[src/rtl/uart_pkg.sv]
// Shared UART definitions: character width and the byte type used by
// the transmitter, the receiver and the transmit FIFO.
package uart_pkg;

    localparam int UART_DATA_W = 8;

    typedef logic [UART_DATA_W-1:0] uart_byte_t;

endpackage

[src/rtl/uart_tx_fifo.sv]
// First-word-fall-through byte FIFO feeding the UART transmitter, with
// level/full/empty status, sticky overflow flag and synchronous flush.
module uart_tx_fifo
    import uart_pkg::*;
#(
    parameter int DEPTH = 8,
    parameter int WIDTH = UART_DATA_W
) (
    input  logic                     clk,
    input  logic                     reset,
    input  logic                     flush,
    input  logic                     wr_en,
    input  logic [WIDTH-1:0]         wr_data,
    output logic                     full,
    output logic                     rd_valid,
    input  logic                     rd_ready,
    output logic [WIDTH-1:0]         rd_data,
    output logic                     empty,
    output logic [$clog2(DEPTH):0]   count,
    output logic                     overflow
);

    localparam int AW = $clog2(DEPTH);

    logic [WIDTH-1:0] mem [DEPTH];

    logic [AW:0] wr_ptr_reg;
    logic [AW:0] rd_ptr_reg;
    logic [AW:0] wr_ptr_next;
    logic [AW:0] rd_ptr_next;
    logic        overflow_reg;
    logic        overflow_next;

    logic        push_ok;
    logic        pop_ok;
    logic        push_rejected;

    // Extra MSB on each pointer distinguishes full from empty when the
    // index bits coincide.
    assign empty    = (wr_ptr_reg == rd_ptr_reg);
    assign full     = (wr_ptr_reg[AW-1:0] == rd_ptr_reg[AW-1:0]) &&
                      (wr_ptr_reg[AW] != rd_ptr_reg[AW]);
    assign count    = wr_ptr_reg - rd_ptr_reg;
    assign rd_valid = !empty;
    assign overflow = overflow_reg;
    assign rd_data  = empty ? '0 : mem[rd_ptr_reg[AW-1:0]];

    assign push_ok       = wr_en && !full;
    assign push_rejected = wr_en && full;
    assign pop_ok        = rd_valid && rd_ready;

    always_comb begin
        wr_ptr_next   = wr_ptr_reg;
        rd_ptr_next   = rd_ptr_reg;
        overflow_next = overflow_reg;
        if (flush) begin
            wr_ptr_next   = '0;
            rd_ptr_next   = '0;
            overflow_next = 1'b0;
        end else begin
            if (push_ok) begin
                wr_ptr_next = wr_ptr_reg + 1'b1;
            end
            if (pop_ok) begin
                rd_ptr_next = rd_ptr_reg + 1'b1;
            end
            if (push_rejected) begin
                overflow_next = 1'b1;
            end
        end
    end

    always_ff @(posedge clk or negedge reset) begin
        if (!reset) begin
            wr_ptr_reg   <= '0;
            rd_ptr_reg   <= '0;
            overflow_reg <= 1'b0;
        end else begin
            wr_ptr_reg   <= wr_ptr_next;
            rd_ptr_reg   <= rd_ptr_next;
            overflow_reg <= overflow_next;
        end
    end

    // Storage carries no reset; stale contents are hidden by the empty mask.
    always_ff @(posedge clk) begin
        if (!flush && push_ok) begin
            mem[wr_ptr_reg[AW-1:0]] <= wr_data;
        end
    end

endmodule

[config.mk]
export PLATFORM = sky130hd
export DESIGN_NAME = uart_tx_fifo
export DESIGN_NICKNAME = d
export VERILOG_FILES = /design/src/rtl/uart_pkg.sv /design/src/rtl/uart_tx_fifo.sv
export SDC_FILE = /design/constraint.sdc
export NUM_CORES = 1
export LEC_CHECK = 0
export BUFFER_PORTS_ARGS = -buffer_cell sky130_fd_sc_hd__buf_4
export CAP_MARGIN = 10
export CORE_MARGIN = 2
export CORE_UTILIZATION = 40
export CTS_BUF_LIST = sky130_fd_sc_hd__clkbuf_2 sky130_fd_sc_hd__clkbuf_4 sky130_fd_sc_hd__clkbuf_8
export CTS_CLUSTER_DIAMETER = 30
export DETAILED_ROUTE_END_ITERATION = 6
export PLACE_DENSITY = 0.69
export SLEW_MARGIN = 20
export SYNTH_ARGS = -nofsm -noshare
export SYNTH_HDL_FRONTEND = slang
export SYNTH_SLANG_ARGS = --single-unit
[constraint.sdc]
create_clock -name clk -period 3.05 [get_ports clk]
set_clock_uncertainty 0.05 [all_clocks]
set_input_delay 0.4575 -clock clk [delete_from_list [all_inputs] [get_ports clk]]
set_output_delay 0.4575 -clock clk [all_outputs]
set_load 0.01 [all_outputs]
; ---- After elaboration in Yosys (flattened, before gate mapping)
; Memories as Yosys holds them, arrays and structs flattened.
; Cells that the tools add are included.
[totals]
reg_bits = 9
ramBits = 64
out_inout_bits = 16
memories = 1
[op_classes]
n_addsub = 3
n_eq_ne = 3
n_mux = 9
n_reduce_logical = 11
[mem_list]
columns = name, words, width, read_ports, rd_clocked_by_memory_dff, wr, line
row1 = mem, 8, 8, 1, 0, 1, uart_tx_fifo.sv:25  ; logic [WIDTH-1:0] mem [DEPTH];
[ops]
columns = operator, n
row1 = 4-bit two-way mux, 4
row2 = "4-bit by 1-bit adder with 4-bit output, second input constant", 2
row3 = 8-bit two-way mux, 1
row4 = 2-bit nonzero test, 3
row5 = 1-bit logical AND, 5
row6 = 4-bit equality test, 1
row7 = 1-bit two-way mux, 4
row8 = 4-bit subtractor, 1
row9 = 3-bit equality test, 1
row10 = 1-bit logical NOT, 3
row11 = 1-bit inequality test, 1

; ---- Longest topological paths before layout
[logic_depth]
word_depth = 7
ltp_mapped = 8
mapped_depth_nobuf = 6

; ---- Least setup slack after synthesis
; OpenSTA, ideal clock, no wires.
[synth_timing]
path_type = flip-flop to flip-flop
startpoint = register rd_ptr_reg[1]
endpoint = memory mem[1][0] (netlist bit), enable pin
setup_ns = 0.398
t_arrival_ns = 2.425
required_ns = 2.602
path_slack_ns = 0.177
path_stages_with_launch = 8
path_buffers = 2
cell_sequence = dfrtp_1 -> buf_2 -> buf_2 -> inv_1 -> ha_1 -> nand3_1 -> o21ai_4 -> nor4b_1
[synth_via]
elab_chain_len = 7
[synth_lines]
columns = item, line
row1 = from (decl), uart_tx_fifo.sv:28  ; logic [AW:0] rd_ptr_reg;
row2 = from (signal assigned), uart_tx_fifo.sv:80  ; rd_ptr_reg <= rd_ptr_next;
row3 = 3-bit equality test, uart_tx_fifo.sv:41  ; assign full = (wr_ptr_reg[AW-1:0] == rd_ptr_reg[AW-1:0]) &&
row4 = 1-bit logical AND, uart_tx_fifo.sv:41
row5 = 1-bit logical NOT, uart_tx_fifo.sv:48  ; assign push_ok = wr_en && !full;
row6 = 1-bit logical AND, uart_tx_fifo.sv:48
row7 = 1-bit logical AND, uart_tx_fifo.sv:87  ; if (!flush && push_ok) begin
row8 = 1-bit two-way mux, uart_tx_fifo.sv:87
row9 = 1-bit two-way mux (not written as such), uart_tx_fifo.sv:88  ; mem[wr_ptr_reg[AW-1:0]] <= wr_data;
row10 = to (decl), uart_tx_fifo.sv:25
; No other way between the ends.

; ---- Worst setup path after layout
[layout_timing]
startpoint = register wr_ptr_reg[0]
endpoint = output port rd_data[6]
[layout_via]
elab_chain_len = 2
[layout_lines]
columns = item, line
row1 = from (decl), uart_tx_fifo.sv:27  ; logic [AW:0] wr_ptr_reg;
row2 = from (signal assigned), uart_tx_fifo.sv:79  ; wr_ptr_reg <= wr_ptr_next;
row3 = 4-bit equality test, uart_tx_fifo.sv:40  ; assign empty = (wr_ptr_reg == rd_ptr_reg);
row4 = 8-bit two-way mux, uart_tx_fifo.sv:46  ; assign rd_data = empty ? '0 : mem[rd_ptr_reg[AW-1:0]];
row5 = to (decl), uart_tx_fifo.sv:17  ; output logic [WIDTH-1:0] rd_data,
; No other way between the ends.

==> flow_summary.toml <==
[run_status]
run_status = "completed"

[worst_hold_path]
whs_path_depth = 1
hold_path_class = "input port to flop"
min_to = "mem[5][7]$_DFFE_PP_"
min-delay-start = "wr_data[7]"

[route]
vias = 1594
drcViolationCount = 0
dr.first_iter.drc_count = 132
via_per_inst = 5.00
drt_first_pass_iters = 7
wl_per_cell_um = 17.8
ant_nets = 0
routed_wl_um = 5660

[worst_setup_path]
slowest_delay_ns = 0.46
cp-start-kind = "flop"
crit_type = "flop to output port"
worstPathCellList = "inv_1, ha_1, nand3_1, nor2_4, nor2_4, a22o_1, buf_4"
cp_data_arrival_time_ns = 2.35
cp_data_required_time_ns = 2.54
cp-end-kind = "output port"
path_max_fanout = 8
slowest_stage = "dfrtp_1"
crit_top_cell = "nor2_4"
r2r_cells = 6
r2r_start = "wr_ptr_reg[0]$_DFFE_PN0P_"
r2r_slack_ns = 0.76
path_delay_family = "simple AND/OR/NAND/NOR gates"
worstPathBufferInverterCount = 2
reg2reg_to = "mem[5][3]$_DFFE_PP_"

[clock_network]
clkSlewWorstSetupHoldPaths_ns = 0.08
h-tree-depth = 3
cts_root_buf = "clkbuf_8"
post_cts_buffers = 0
clkLatencyLatePin_ns = 0.34
cts_buffers = 9
tritoncts = "yes"
cts_max_path_buffers = 2
clock-sinks = 73

[layout]
area_delta_synth_final_pct = 22.5
mostFrequentLayoutCells = "edfxtp_1, buf_4, mux4_2, nor2_1"
finish.utilization_pct = 51.1
largest_reg_flops = 64
fillers = 599
final_layout_size_suffix_gt1_share_pct = 37.3
diodes = 0
fin_nets = 234
layout_commonest_cell = "edfxtp_1"

[sta]
relSlewSlack_pct = 75.7
rsz0062_at_grt = "no"
fmax_mhz = 350
setup_viol = 0
finalCritPeriodShare_pct = 93.7
hold_viol = 0
tightest_slew_ns = 0.365
tns_ns = 0
maxSlewViolCount = 0
fin_crit_ns = 2.86

[yosys]
yosysUniqueCellTypes = 32
synth_area_leaders = "edfxtp_1, mux4_2, dfrtp_1"
syn-num-nets = 187
yosysWarnings = 0
synth.top_cell.area_share_pct = 62.8
synthesis.area_um2 = 3060
postSynth.asyncResetShare_pct = 12.3
synth_edf_count = 64
avgSynthCellArea_um2 = 18.2
ys_seq_elements = 73
synth_top_flop_cell = "edfxtp_1"
synth_top_area_cell = "edfxtp_1"
seq_area_frac_synth_pct = 70.2
syn_inst = 168

[floorplanning]
fp.dieW_um = 91.5
die-area_um2 = 8360
initial_core_util_pct = 41.7
fp.dieH_um = 91.5
rows = 31
core_area_um2 = 7330
io_pins = 29

[place]
io_buffers = 28
hpwl_um = 3730
place.gp.congestion = 0.807

[grt]
grt_usage_pct = 14.9
grt_max_degree = 21
antenna_found_initial = 0
grt_pass1_wl_um = 9160
gr-total-overflow = 0
first_global_vias = 1696

[power_and_ir_drop]
vdd_drop_max_uv = 333
power.density_nw_per_um2 = 682
p_leak_nw = 1.34

[flow_run]
cap_violations = 0
## what timing repair did
action	in CTS	in global routing
hold endpoints to repair	9	0
hold buffers	1	0
setup endpoints to repair	0	8
gates resized for setup	0	3
## stage by stage
stage                     total power, mW  hold WS (ns)  setup slack [ns]  std cells  area (µm²)
after floorplan                      1.47         0.112             0.177        168        3060
after global placement               1.66         0.239             0.604        302        3480
after detailed placement             1.67         0.243             0.482        302        3480
after CTS                            2.57         0.285            0.0750        319        3730
after global routing                 2.67         0.284            0.0232        319        3750
final                                2.56         0.300             0.193        319        3750
## worst register-to-register path, cell delays in order (launching register included)
cell	delay (ns)
dfrtp_1	0.46
inv_1	0.16
ha_1	0.35
nand3_1	0.27
o21ai_4	0.16
nor4_2	0.32
buf_4	0.23
## metal layers
metal	GRT usage, %	routed length, µm	part of all wire [%]	vias up
li1	-	-	-	760
met1	19.8	2650	47	796
met2	23.7	2730	48	34
met3	5.15	244	4.3	4
met4	3.41	41	0.72	0
met5	0	0	0	-
## area by class of cell
| class | count | area [µm²] | area share, % |
|---|---|---|---|
| sequential | 73 | 2150 | 57.3 |
| multi-input combinational | 81 | 886 | 23.6 |
| timing repair buffer | 41 | 310 | 8.28 |
| clock buffer | 10 | 131 | 3.50 |
| tap | 99 | 124 | 3.30 |
| clock inverter | 6 | 116 | 3.10 |
| inverter | 9 | 33.8 | 0.901 |
## Yosys cell counts (all sizes together) (4+ instances only)
| cell type | count |
|---|---|
| buf | 4 |
| dfrtp | 9 |
| a21oi | 5 |
| edfxtp | 64 |
| a22o | 8 |
| mux4 | 16 |
| nor4 | 4 |
| ha | 5 |
| xnor2 | 7 |
| nor2 | 13 |
| inv | 9 |
## cells by family (layout without fill, tap and decap cells)
kind of cell	Yosys count	in the layout	synth area share, %
simple gates	30	30	4.99
buf+inv	14	66	2.17
fa+ha+maj	6	6	2.70
xor+xnor	9	9	3.07
mux	18	18	12.4
compound gates	18	18	4.46
flops	73	73	70.2
## worst max-delay path by stage
stage                              start                  end  slack (ns)  cells past startpoint
6_report       wr_ptr_reg[0]$_DFFE_PN0P_           rd_data[6]        0.19                      7
3_3_place_gp   wr_ptr_reg[0]$_DFFE_PN0P_           rd_data[5]        0.60                      7
5_1_grt        wr_ptr_reg[0]$_DFFE_PN0P_           rd_data[6]        0.02                      7
2_1_floorplan  rd_ptr_reg[1]$_DFFE_PN0P_  mem[1][0]$_DFFE_PP_        0.18                      7
3_5_place_dp   wr_ptr_reg[0]$_DFFE_PN0P_           rd_data[3]        0.48                      7
4_1_cts        wr_ptr_reg[0]$_DFFE_PN0P_           rd_data[3]        0.07                      7
## power breakdown
group	switching, mW	internal [mW]
clock	0.352	0.557
sequential	0.0122	1.11
combinational	0.267	0.261
total	0.631	1.93
No activity file was read; power rests on OpenSTA's default activity.
